**src/rtl/emu_step_ctrl.sv**
```systemverilog
`timescale 1ns/1ps
`default_nettype none
// ============================================================================
// Module      : emu_step_ctrl
// Description : Clock-enable controller for an emulated analog model.
//               Supports single-step, N-step burst and free-run commands
//               from VIO, and snapshots the model outputs after every command.
// Revision    : 1.0 - initial parametrised release
// ============================================================================
module emu_step_ctrl #(
  parameter int N_CH      = 2,
  parameter int WIDTH     = 25,
  parameter int CNT_WIDTH = 16
) (
  input  logic                    clk,
  input  logic                    rst_n,
  input  logic                    go,
  input  logic [1:0]              mode,
  input  logic [CNT_WIDTH-1:0]    burst_len,
  input  logic                    stop,
  input  logic                    clr_cnt,
  input  logic [N_CH*WIDTH-1:0]   probe_in,
  output logic                    clk_en,
  output logic                    busy,
  output logic                    done,
  output logic [CNT_WIDTH-1:0]    step_count,
  output logic [N_CH*WIDTH-1:0]   probe_hold
);

  typedef enum logic [1:0] {
    S_IDLE    = 2'd0,
    S_ACTIVE  = 2'd1,
    S_CAPTURE = 2'd2
  } state_e;

  localparam logic [1:0]           MODE_BURST = 2'd1;
  localparam logic [1:0]           MODE_RUN   = 2'd2;
  localparam logic [CNT_WIDTH-1:0] CNT_ONE    = {{(CNT_WIDTH-1){1'b0}}, 1'b1};

  // Synchroniser chains; s3 is the edge-detect history for go.
  logic go_s1_q, go_s2_q, go_s3_q, go_pulse_q;
  logic stop_s1_q, stop_s2_q;

  state_e                  state_q, state_d;
  logic                    run_q, run_d;
  logic [CNT_WIDTH-1:0]    rem_q, rem_d;
  logic                    clk_en_q, clk_en_d;
  logic                    busy_q, busy_d;
  logic                    done_q, done_d;
  logic [CNT_WIDTH-1:0]    count_q, count_d;
  logic [N_CH*WIDTH-1:0]   hold_q, hold_d;

  // Synchronise VIO levels; the go edge is registered so a command launches
  // three edges after go is first sampled.
  always_ff @(posedge clk or negedge rst_n) begin
    if (!rst_n) begin
      go_s1_q    <= 1'b0;
      go_s2_q    <= 1'b0;
      go_s3_q    <= 1'b0;
      go_pulse_q <= 1'b0;
      stop_s1_q  <= 1'b0;
      stop_s2_q  <= 1'b0;
    end else begin
      go_s1_q    <= go;
      go_s2_q    <= go_s1_q;
      go_s3_q    <= go_s2_q;
      go_pulse_q <= go_s2_q & ~go_s3_q;
      stop_s1_q  <= stop;
      stop_s2_q  <= stop_s1_q;
    end
  end

  // State, command context, registered outputs and the snapshot.
  always_ff @(posedge clk or negedge rst_n) begin
    if (!rst_n) begin
      state_q  <= S_IDLE;
      run_q    <= 1'b0;
      rem_q    <= '0;
      clk_en_q <= 1'b0;
      busy_q   <= 1'b0;
      done_q   <= 1'b0;
      count_q  <= '0;
      hold_q   <= '0;
    end else begin
      state_q  <= state_d;
      run_q    <= run_d;
      rem_q    <= rem_d;
      clk_en_q <= clk_en_d;
      busy_q   <= busy_d;
      done_q   <= done_d;
      count_q  <= count_d;
      hold_q   <= hold_d;
    end
  end

  // Next-state logic; outputs are derived from the next state so they are
  // registered and line up with the state they describe.
  always_comb begin
    state_d = state_q;
    run_d   = run_q;
    rem_d   = rem_q;
    done_d  = 1'b0;
    hold_d  = hold_q;
    count_d = count_q;

    // Every enabled cycle is one model step; a clear wins over that step.
    if (clk_en_q) count_d = count_q + CNT_ONE;
    if (clr_cnt)  count_d = '0;

    case (state_q)
      S_IDLE: begin
        if (go_pulse_q) begin
          run_d = (mode == MODE_RUN);
          rem_d = (mode == MODE_BURST) ? burst_len : CNT_ONE;
          // A zero-length burst still snapshots and reports completion.
          if ((mode == MODE_BURST) && (burst_len == '0)) state_d = S_CAPTURE;
          else                                           state_d = S_ACTIVE;
        end
      end
      S_ACTIVE: begin
        if (!run_q) rem_d = rem_q - CNT_ONE;
        if (stop_s2_q || (!run_q && (rem_q == CNT_ONE))) state_d = S_CAPTURE;
      end
      S_CAPTURE: begin
        // The model has had a full idle cycle to settle after its last step.
        hold_d  = probe_in;
        done_d  = 1'b1;
        state_d = S_IDLE;
      end
      default: state_d = S_IDLE;
    endcase

    clk_en_d = (state_d == S_ACTIVE);
    busy_d   = (state_d != S_IDLE);
  end

  assign clk_en     = clk_en_q;
  assign busy       = busy_q;
  assign done       = done_q;
  assign step_count = count_q;
  assign probe_hold = hold_q;

endmodule
`default_nettype wire

```
**config.mk**
```make
export PLATFORM = sky130hd
export DESIGN_NAME = emu_step_ctrl
export DESIGN_NICKNAME = d
export VERILOG_FILES = /design/src/rtl/emu_step_ctrl.sv
export SDC_FILE = /design/constraint.sdc
export NUM_CORES = 1
export LEC_CHECK = 0
export ABC_AREA = 0
export CAP_MARGIN = 40
export CORE_ASPECT_RATIO = 0.75
export CORE_MARGIN = 2
export CORE_UTILIZATION = 49
export DETAILED_ROUTE_END_ITERATION = 10
export MAX_ROUTING_LAYER = met4
export PLACE_DENSITY = 0.87
export SLEW_MARGIN = 10
export SYNTH_ARGS = -nofsm -noshare
export SYNTH_HDL_FRONTEND = slang
export SYNTH_SLANG_ARGS = --single-unit
export TNS_END_PERCENT = 100
```
**constraint.sdc**
```tcl
create_clock -name clk -period 3.9 [get_ports clk]
set_clock_uncertainty 0.05 [all_clocks]
set_input_delay 0.78 -clock clk [delete_from_list [all_inputs] [get_ports clk]]
set_output_delay 0.78 -clock clk [all_outputs]
set_load 0.02 [all_outputs]
```
Word level (Yosys, flattened, before mapping)
Index checks and enable logic that the tools add are counted.
{"block": "word_totals", "reg_bits": 94, "in_bits": 73, "output_inout_bits": 69, "elab_cells": 48}
{"block": "op_classes", "add_sub_neg": 2, "n_eq_ne": 8, "n_mux": 11, "bitwise_logic": 2, "n_reduce_logical": 11}
{"operator": "16-bit 2-to-1 mux", "n": 5}
{"operator": "16-bit case mux with 2 select lines", "n": 1}
{"operator": "16-bit by 1-bit adder with 16-bit output (second input constant)", "n": 1}
{"operator": "16-bit by 1-bit == test with 1-bit output (second input constant)", "n": 1}
{"operator": "16-bit logical NOT", "n": 1}
{"operator": "16-bit by 1-bit subtractor with 16-bit output (second input constant)", "n": 1}
{"operator": "2-bit by 1-bit == test with 1-bit output (second input constant)", "n": 3}
{"operator": "2-bit 2-to-1 mux", "n": 3}
{"operator": "2-bit nonzero test", "n": 3}
{"operator": "2-bit == test (second input constant)", "n": 2}
{"operator": "2-bit != test (second input constant)", "n": 2}
{"operator": "2-bit case mux with 2 select lines", "n": 1}
{"operator": "3-bit AND reduction", "n": 1}
{"operator": "1-bit logical AND", "n": 2}
{"operator": "2-bit logical NOT", "n": 1}
{"operator": "2-bit AND reduction", "n": 1}
{"operator": "1-bit bitwise AND", "n": 1}
{"operator": "1-bit logical NOT", "n": 1}
{"operator": "1-bit logical OR", "n": 1}
{"operator": "1-bit 2-to-1 mux", "n": 1}
{"operator": "1-bit NOT", "n": 1}

Depth between registers and ports, before layout
{"block": "depth", "ltp_word": 6, "ltp_mapped": 6}

Worst setup path before layout
No wires, ideal clock.
{"block": "synth_path", "path_kind": "input -> register", "from": "input port clr_cnt", "to": "register count_q[15], in the netlist step_count[15]", "setup_ps": 125, "arrival_time_ps": 1884, "slack_ps": 1842, "path_stages": 5, "path_cell_list": "buf_2 > o2111ai_1 > nor2_1 > nand4_1 > mux2_2"}
{"block": "synth_via", "elab_chain_cells": 1, "elab_cells_between_ends": 2, "cone_classes": "mux: 1; reduce/logical: 1"}
{"element": "from (decl)", "line_no": "21", "source": "input logic clr_cnt,"}
{"element": "16-bit 2-to-1 mux / 2-bit nonzero test (equally long branches)"}
{"element": "to (signal assigned)", "line_no": "91", "source": "count_q <= count_d;"}
{"element": "to (decl)", "line_no": "50", "source": "logic [CNT_WIDTH-1:0] count_q, count_d;"}
Several ways; a longest one is shown, not always the timed one.
A chain may end at the register's enable or synchronous reset.

Worst setup path in the final report
Ends and elaborated chain as after synthesis.

==> impl_metrics.csv <==
group,metric,value,unit
outcome,outcome,"finished, final reports clean",
drt,first_pass_iters,5,
sta,tightest_slew,0.814,ns
power,power.density,746,nW/µm²
drt,vias,3326,
sta,finalHoldViolations,0,
sta,finalCriticalPeriod,2.55,ns
sta,setup_ws,1.35,ns
global_route,grt_overflow,0,
sta,slew_violations,0,
power,p_clk_share,14.3,%
clocking,clock-root-buffer,"clkbuf_8",
worst_setup_path,end_kind,"flip-flop",
clocking,cts_tree,"yes",
synthesis,yosysMostFrequentCell,"dfrtp_1",
drt,routedWlPerCell,16.8,µm
sta,rsz0062_at_grt,"no",
place,dpl_cell_area,5630,µm²
place,globalplace.congestion,0.975,
die,fp.dieArea,9150,µm²
drt,via_per_inst,5.62,
synthesis,ys.flop_type,"dfrtp_1",
power,switching_share,39.3,%
drt,post-route-drc-count,0,
global_route,antenna_found_initial,0,
synthesis,synth_top_area_share,57.2,%
drt,detailedRoute.firstIterationViolations,193,
worst_setup_path,cpPeakStageDelay,0.74,ns
power,ir_worst_vdd,0.000522,V
clocking,post_cts_buffers,0,
cells_and_area,syn_to_final_growth,41.4,%
worst_setup_path,reg2regPathDepth,6,
drt,postRouteAntennaNets,0,
worst_setup_path,r2r_setup_slack,1.68,ns
die,start_util,51.2,%
worst_setup_path,cp.required,4.09,ns
power,p_comb_share,48.5,%
power,p_leak,2.36,nW
worst_setup_path,crit_type,"in2reg",
worst_setup_path,r2r-start,"rem_q[0]$_DFFE_PN0P_",
worst_setup_path,critPathLaunchType,"input port",
worst_setup_path,reg2reg_to,"rem_q[4]$_DFFE_PN0P_",
cells_and_area,fin_area,5820,µm²
clocking,ctsHoldBuffers,0,
cells_and_area,fillers,576,
sta,fin_crit_sh,65.4,%
synthesis,synth_edf_count,0,
cells_and_area,drive_gt1_share,16.4,%
synthesis,synth_commonest_cells,"dfrtp_1, mux2_2, nor2_1",
worst_setup_path,cp_slowest_cell,"clkdlybuf4s50_1",
die,core,8020,µm²
clocking,cts.reportedPaths.clkPinSlew,0.11,ns
cells_and_area,final_nets,558,
clocking,h-tree-depth,3,
global_route,track_usage,24.0,%
worst_setup_path,path_max_fanout,19,
synthesis,yosysTopAreaCell,"dfrtp_1",
worst_setup_path,worstPathArrival,2.74,ns
die,die_w,110,µm
hold_path,hold_class,"reg2reg",
clocking,clkSinkCount,94,
sta,slew_headroom,45.6,%
clocking,cts_buffers,9,
synthesis,synth_top_cells_by_area,"dfrtp_1, mux2_2, nor2_1",
synthesis,synth_seq_cells,94,
synthesis,syn_inst,341,
drt,totalWireLength,9970,µm
synthesis,synth_area_per_cell,12.1,µm²
power,power.share.sequential,37.2,%
drt,wl_met2,4820,µm
cells_and_area,diodes,0,
global_route,grt_pass1_vias,3404,
synthesis,ys_types,50,
sta,setup_violations,0,
die,rows,28,
drt,wl_met1,4350,µm
die,die_height,83.3,µm
place,pre_cts_slack,0.998,ns
clocking,cts_resized,0,
power,p_sw,1.70,mW
worst_setup_path,critPathLaunch,"clr_cnt",
die,io_pins,142,
clocking,worstSkewPairLatency,0.35,ns
synthesis,seq_area_frac_synth,57.2,%
worst_setup_path,cp-endpoint,"step_count[15]$_DFFE_PN0P_",
drt,met3_length,710,µm
place,place_hpwl,7320,µm
power,power.internal,2.63,mW
synthesis,yosys_warnings,0,
sta,timing.fmax,392,MHz
power,post-layout-total-power,4.34,mW
place,io_buffers,141,
global_route,grt_pass1_wl,16900,µm
sta,finalSetupTns,0,ns
run,drv_cap,0,
global_route,grt_max_degree,54,
synthesis,ys_async_sr_fraction,100,%
synthesis,synth.cell_area,4110,µm²
drt,routed.top_layer,"met4",
worst_setup_path,crit_chain,"clkdlybuf4s50_1 > o2111ai_1 > nor2_1 > nand4_1 > mux2_2",
synthesis,syn_nets,417,
clocking,clock_path_buffers,2,
[state kept, by name, summed over array words and instances, names as in the netlist, 2 cells and up]
signal,cells
state_q,2
rem_q,16
probe_hold,50
step_count,16
[cell families after synthesis]
family	after synthesis	share of synthesized area [%]
AO/OA/AOI/OAI	60	9.89
flip-flops	94	57.2
multiplexers	53	14.5
buffers and inverters	22	2.25
AND/OR/NAND/NOR	97	12.7
adder cells (fa/ha/maj)	3	0.913
XOR/XNOR	12	2.56
[power by group through the flow]
stage               sequential, mW  clock [mW]  combinational (mW)
finish                        1.61       0.620                2.10
global route                  1.67       0.689                2.26
CTS                           1.61       0.644                2.11
detailed placement            1.63           0                2.10
global placement              1.60           0                2.05
floorplan                     1.93           0               0.867
[cell usage in the layout, fill, tap and decap left out, types with 2 or more instances in the layout]
cell and n:
a22o_1 2, o2bb2ai_1 2, a22oi_1 2, clkinv_4 2, a31oi_1 4, o31ai_1 2, and3_1 2, or3_1 3
nor2_1 29, dfrtp_1 94, clkdlybuf4s50_1 140, nand2_1 14, o311ai_0 4, nand2b_1 3, mux2i_1 2, inv_1 6
mux2_2 51, o21ai_0 19, ha_1 3, a32oi_1 3, nor4_1 10, a21oi_1 8, o22ai_1 3, buf_4 6
nor2b_1 3, clkbuf_8 9, and4_1 2, xnor2_1 8, nand4_1 6, nand3_1 8, inv_6 2, or4_1 3
nor3_1 5, xor2_1 4, inv_8 2
[layer usage]
layer	GRT usage, %	up-vias
met2	37.1	154
met4	5.87	0
met3	6.12	9
met5	-	-
li1	-	1542
met1	31.7	1621
[worst max-delay path, delay by kind of cell]
kind	cells	cell delay, ns
buf+inv	1	0.74
simple gates	2	0.26
mux	1	0.33
compound gates	1	0.62
[worst min-delay path by stage]
stage                              startpoint                   to  slack (ns)  depth (start not counted)
after detailed placement  stop_s1_q$_DFF_PN0_  stop_s2_q$_DFF_PN0_        0.29                          0
final                       go_s1_q$_DFF_PN0_    go_s2_q$_DFF_PN0_        0.29                          0
after floorplan             go_s1_q$_DFF_PN0_    go_s2_q$_DFF_PN0_        0.28                          0
after global placement    stop_s1_q$_DFF_PN0_  stop_s2_q$_DFF_PN0_        0.28                          0
after CTS                   go_s1_q$_DFF_PN0_    go_s2_q$_DFF_PN0_        0.30                          0
after global routing        go_s1_q$_DFF_PN0_    go_s2_q$_DFF_PN0_        0.30                          0
[per-stage QoR]
step	hold slack [ns]	util [%]	instances
floorplan	0.281	-	341
global placement	0.284	70.0	575
detailed placement	0.289	70.1	576
CTS	0.299	72.5	592
global route	0.298	72.5	592
finish	0.294	72.5	592
[layout make-up]
class | count | area [µm²] | share of cell area (%)
Timing Repair Buffer | 146 | 1450 | 24.9
Tap cell | 105 | 131 | 2.26
Clock buffer | 9 | 124 | 2.13
Sequential cell | 94 | 2350 | 40.4
Clock inverter | 7 | 65.1 | 1.12
Inverter | 6 | 22.5 | 0.387
Multi-Input combinational cell | 225 | 1670 | 28.8
Note: power is estimated with default switching activity, not from simulation.
==> variant, RTL diff (same settings) <==
Register the output `step_count` once more, with the module's reset; this adds one clock of latency there. The other outputs are not delayed to match.
--- a/src/rtl/emu_step_ctrl.sv
+++ b/src/rtl/emu_step_ctrl.sv
@@ -137,7 +137,13 @@
   assign clk_en     = clk_en_q;
   assign busy       = busy_q;
   assign done       = done_q;
-  assign step_count = count_q;
+  always_ff @(posedge clk or negedge rst_n) begin
+    if (!rst_n) begin
+      step_count <= '0;
+    end else begin
+      step_count <= count_q;
+    end
+  end
   assign probe_hold = hold_q;
 
 endmodule
Formal check against the unedited RTL: not equivalent (Yosys sat finds a counterexample within 10 cycles, from zero or initial values and one cycle with rst_n low).
==> variant against the unedited design <==
Synthesized cell count up 7.9%; wire length up 7.8%; combinational power down 14%; setup slack better by 0.18 ns; area after synthesis up 11%; die area up 10%; hold slack better by 0.014 ns; sequential power up 7%; sequential share of layout area up 2.7 points; critical path depth down 4; critical path type is now flip-flop to primary output; sequential cell count up 16; power up 0.97%; largest cell class unchanged; clock power up 36%; cell area up 9.6%.
==> variant: results <==
group,metric,value,unit
outcome,status,"finished clean",
synthesis,yosys-top-cells-area,"dfrtp_1 60%, mux2_2 12%, o21ai_0 2.5%, nor2_1 2.1%, nor4_1 1.6%",
layout,drive_gt1_share,16.0,%
route,drt_pass1_iterations,4,
clocking,insertion_delay,0.34,ns
placed_design,place_congestion,0.979,
grt,grt_pass1_vias,3336,
grt,grt_use_met1,31.0,%
power,leakagePower,0.00262,µW
synthesis,ys_async_sr_fraction,100,%
layout,nNetsFinal,583,
clocking,cts_root_buf,"clkbuf_16",
critical_path,critPathTopFamily,"buffers and inverters",
grt,grt_pass1_wl,17.2,mm
critical_path,crit_fanout,7,
placed_design,dp_hpwl,7.97,mm
clocking,clk_pin_slew,0.07,ns
critical_path,critical_path.max_stage_delay,0.67,ns
clocking,postCtsSetupRepairBufs,0,
sta,worst_slew_pin_slew,0.724,ns
critical_path,crit_slowest_cell,"clkdlybuf4s50_1",
clocking,cts-resized-gates,0,
synthesis,yosysSeqAreaShare,60.5,%
synthesis,yosys_warnings,0,
critical_path,critPathArrivalTime,1.54,ns
grt,met2_usage,34.8,%
clocking,ctsHoldBuffers,0,
synthesis,synth.distinct_cells,50,
clocking,cts_inserted_buffers,9,
synthesis,syn-num-nets,444,
synthesis,synthTopCellsByCount,"110 x dfrtp_1, 50 x mux2_2, 25 x nor2_1, 23 x o21ai_0",
layout,diodes,0,
hold_path,hold_class,"flip-flop to flip-flop",
power,ir_worst_vdd,0.000263,V
grt,grt_use_met3,5.08,%
grt,grt_max_degree,59,
layout,largest_reg_flops,50,
route,first_iter_violations,336,
clocking,cts_max_level,3,
grt,antenna_found_initial,0,
placed_design,port_buffers,141,
grt,grtUsageTotal,22.7,%
route,viasPerCell,5.49,
route,detail_route.wl_per_cell,16.8,µm
clocking,clk_path_buf_depth,2,
## variant: cell types whose count changed in the layout (fill, tap and decap cells not counted), sizes merged, moves of 3 or more
| cell | unedited run | this run |
|---|---|---|
| nand3 | 8 | 3 |
| clkbuf | 9 | 12 |
| dfrtp | 94 | 110 |
| nor2 | 29 | 25 |
| o211ai | 1 | 5 |
| nor3 | 7 | 13 |
| o21ai | 20 | 23 |
## variant: kinds of logic (layout without fill, tap and decap cells)
kind of cell,count (synthesis),after routing,synth area share [%]
AO/OA/AOI/OAI,66,66,9.89
XOR/XNOR,11,11,2.12
adder cells (fa/ha/maj),3,3,0.824
buffers and inverters,26,170,2.25
flip-flops,110,110,60.5
multiplexers,51,51,12.6
AND/OR/NAND/NOR,101,101,11.9
## variant: final timing paths
kind | start | to | slack (ns) | cells past startpoint
setup / recovery | clk_en | clk_en | 1.53 | 1
hold / removal | go_s1_q | go_s2_q | 0.31 | 0
setup reg to reg | rem_q[5] | rem_q[11] | 1.76 | 4
hold reg to reg | go_s1_q | go_s2_q | 0.31 | 0
max in group asynchronous | rst_n | probe_hold[21] | 2.47 | 2
min in group asynchronous | rst_n | rem_q[6] | 0.44 | 1
## variant: through the flow
step | cells | instance area, µm² | setup slack, ns | util [%]
2_1_floorplan | 368 | 4550 | 1.99 | -
3_3_place_gp | 623 | 6090 | 1.32 | 67.3
3_5_place_dp | 624 | 6100 | 1.22 | 67.4
4_1_cts | 640 | 6380 | 1.52 | 70.5
5_1_grt | 640 | 6380 | 1.44 | 70.5
6_report | 640 | 6380 | 1.53 | 70.5
## variant: where the power goes
part	switching, µW	internal, µW	leakage [µW]
Combinational	900	904	0.00108
Clock	390	455	0.000137
Sequential	242	1490	0.00140
Total	1530	2850	0.00262
## variant: per-layer routing
metal	up-vias	routed length, µm
li1	1624	-
met1	1703	4730
met2	167	5050
met3	21	792
met4	0	176
met5	-	0
## variant: cell type report
cell class	count	area (µm²)
Clock buffer	12	246
Clock inverter	4	31.3
Fill cell	619	2670
Inverter	7	26.3
Multi-Input combinational cell	232	1710
Sequential cell	110	2750
Tap cell	128	160
Timing Repair Buffer	147	1450
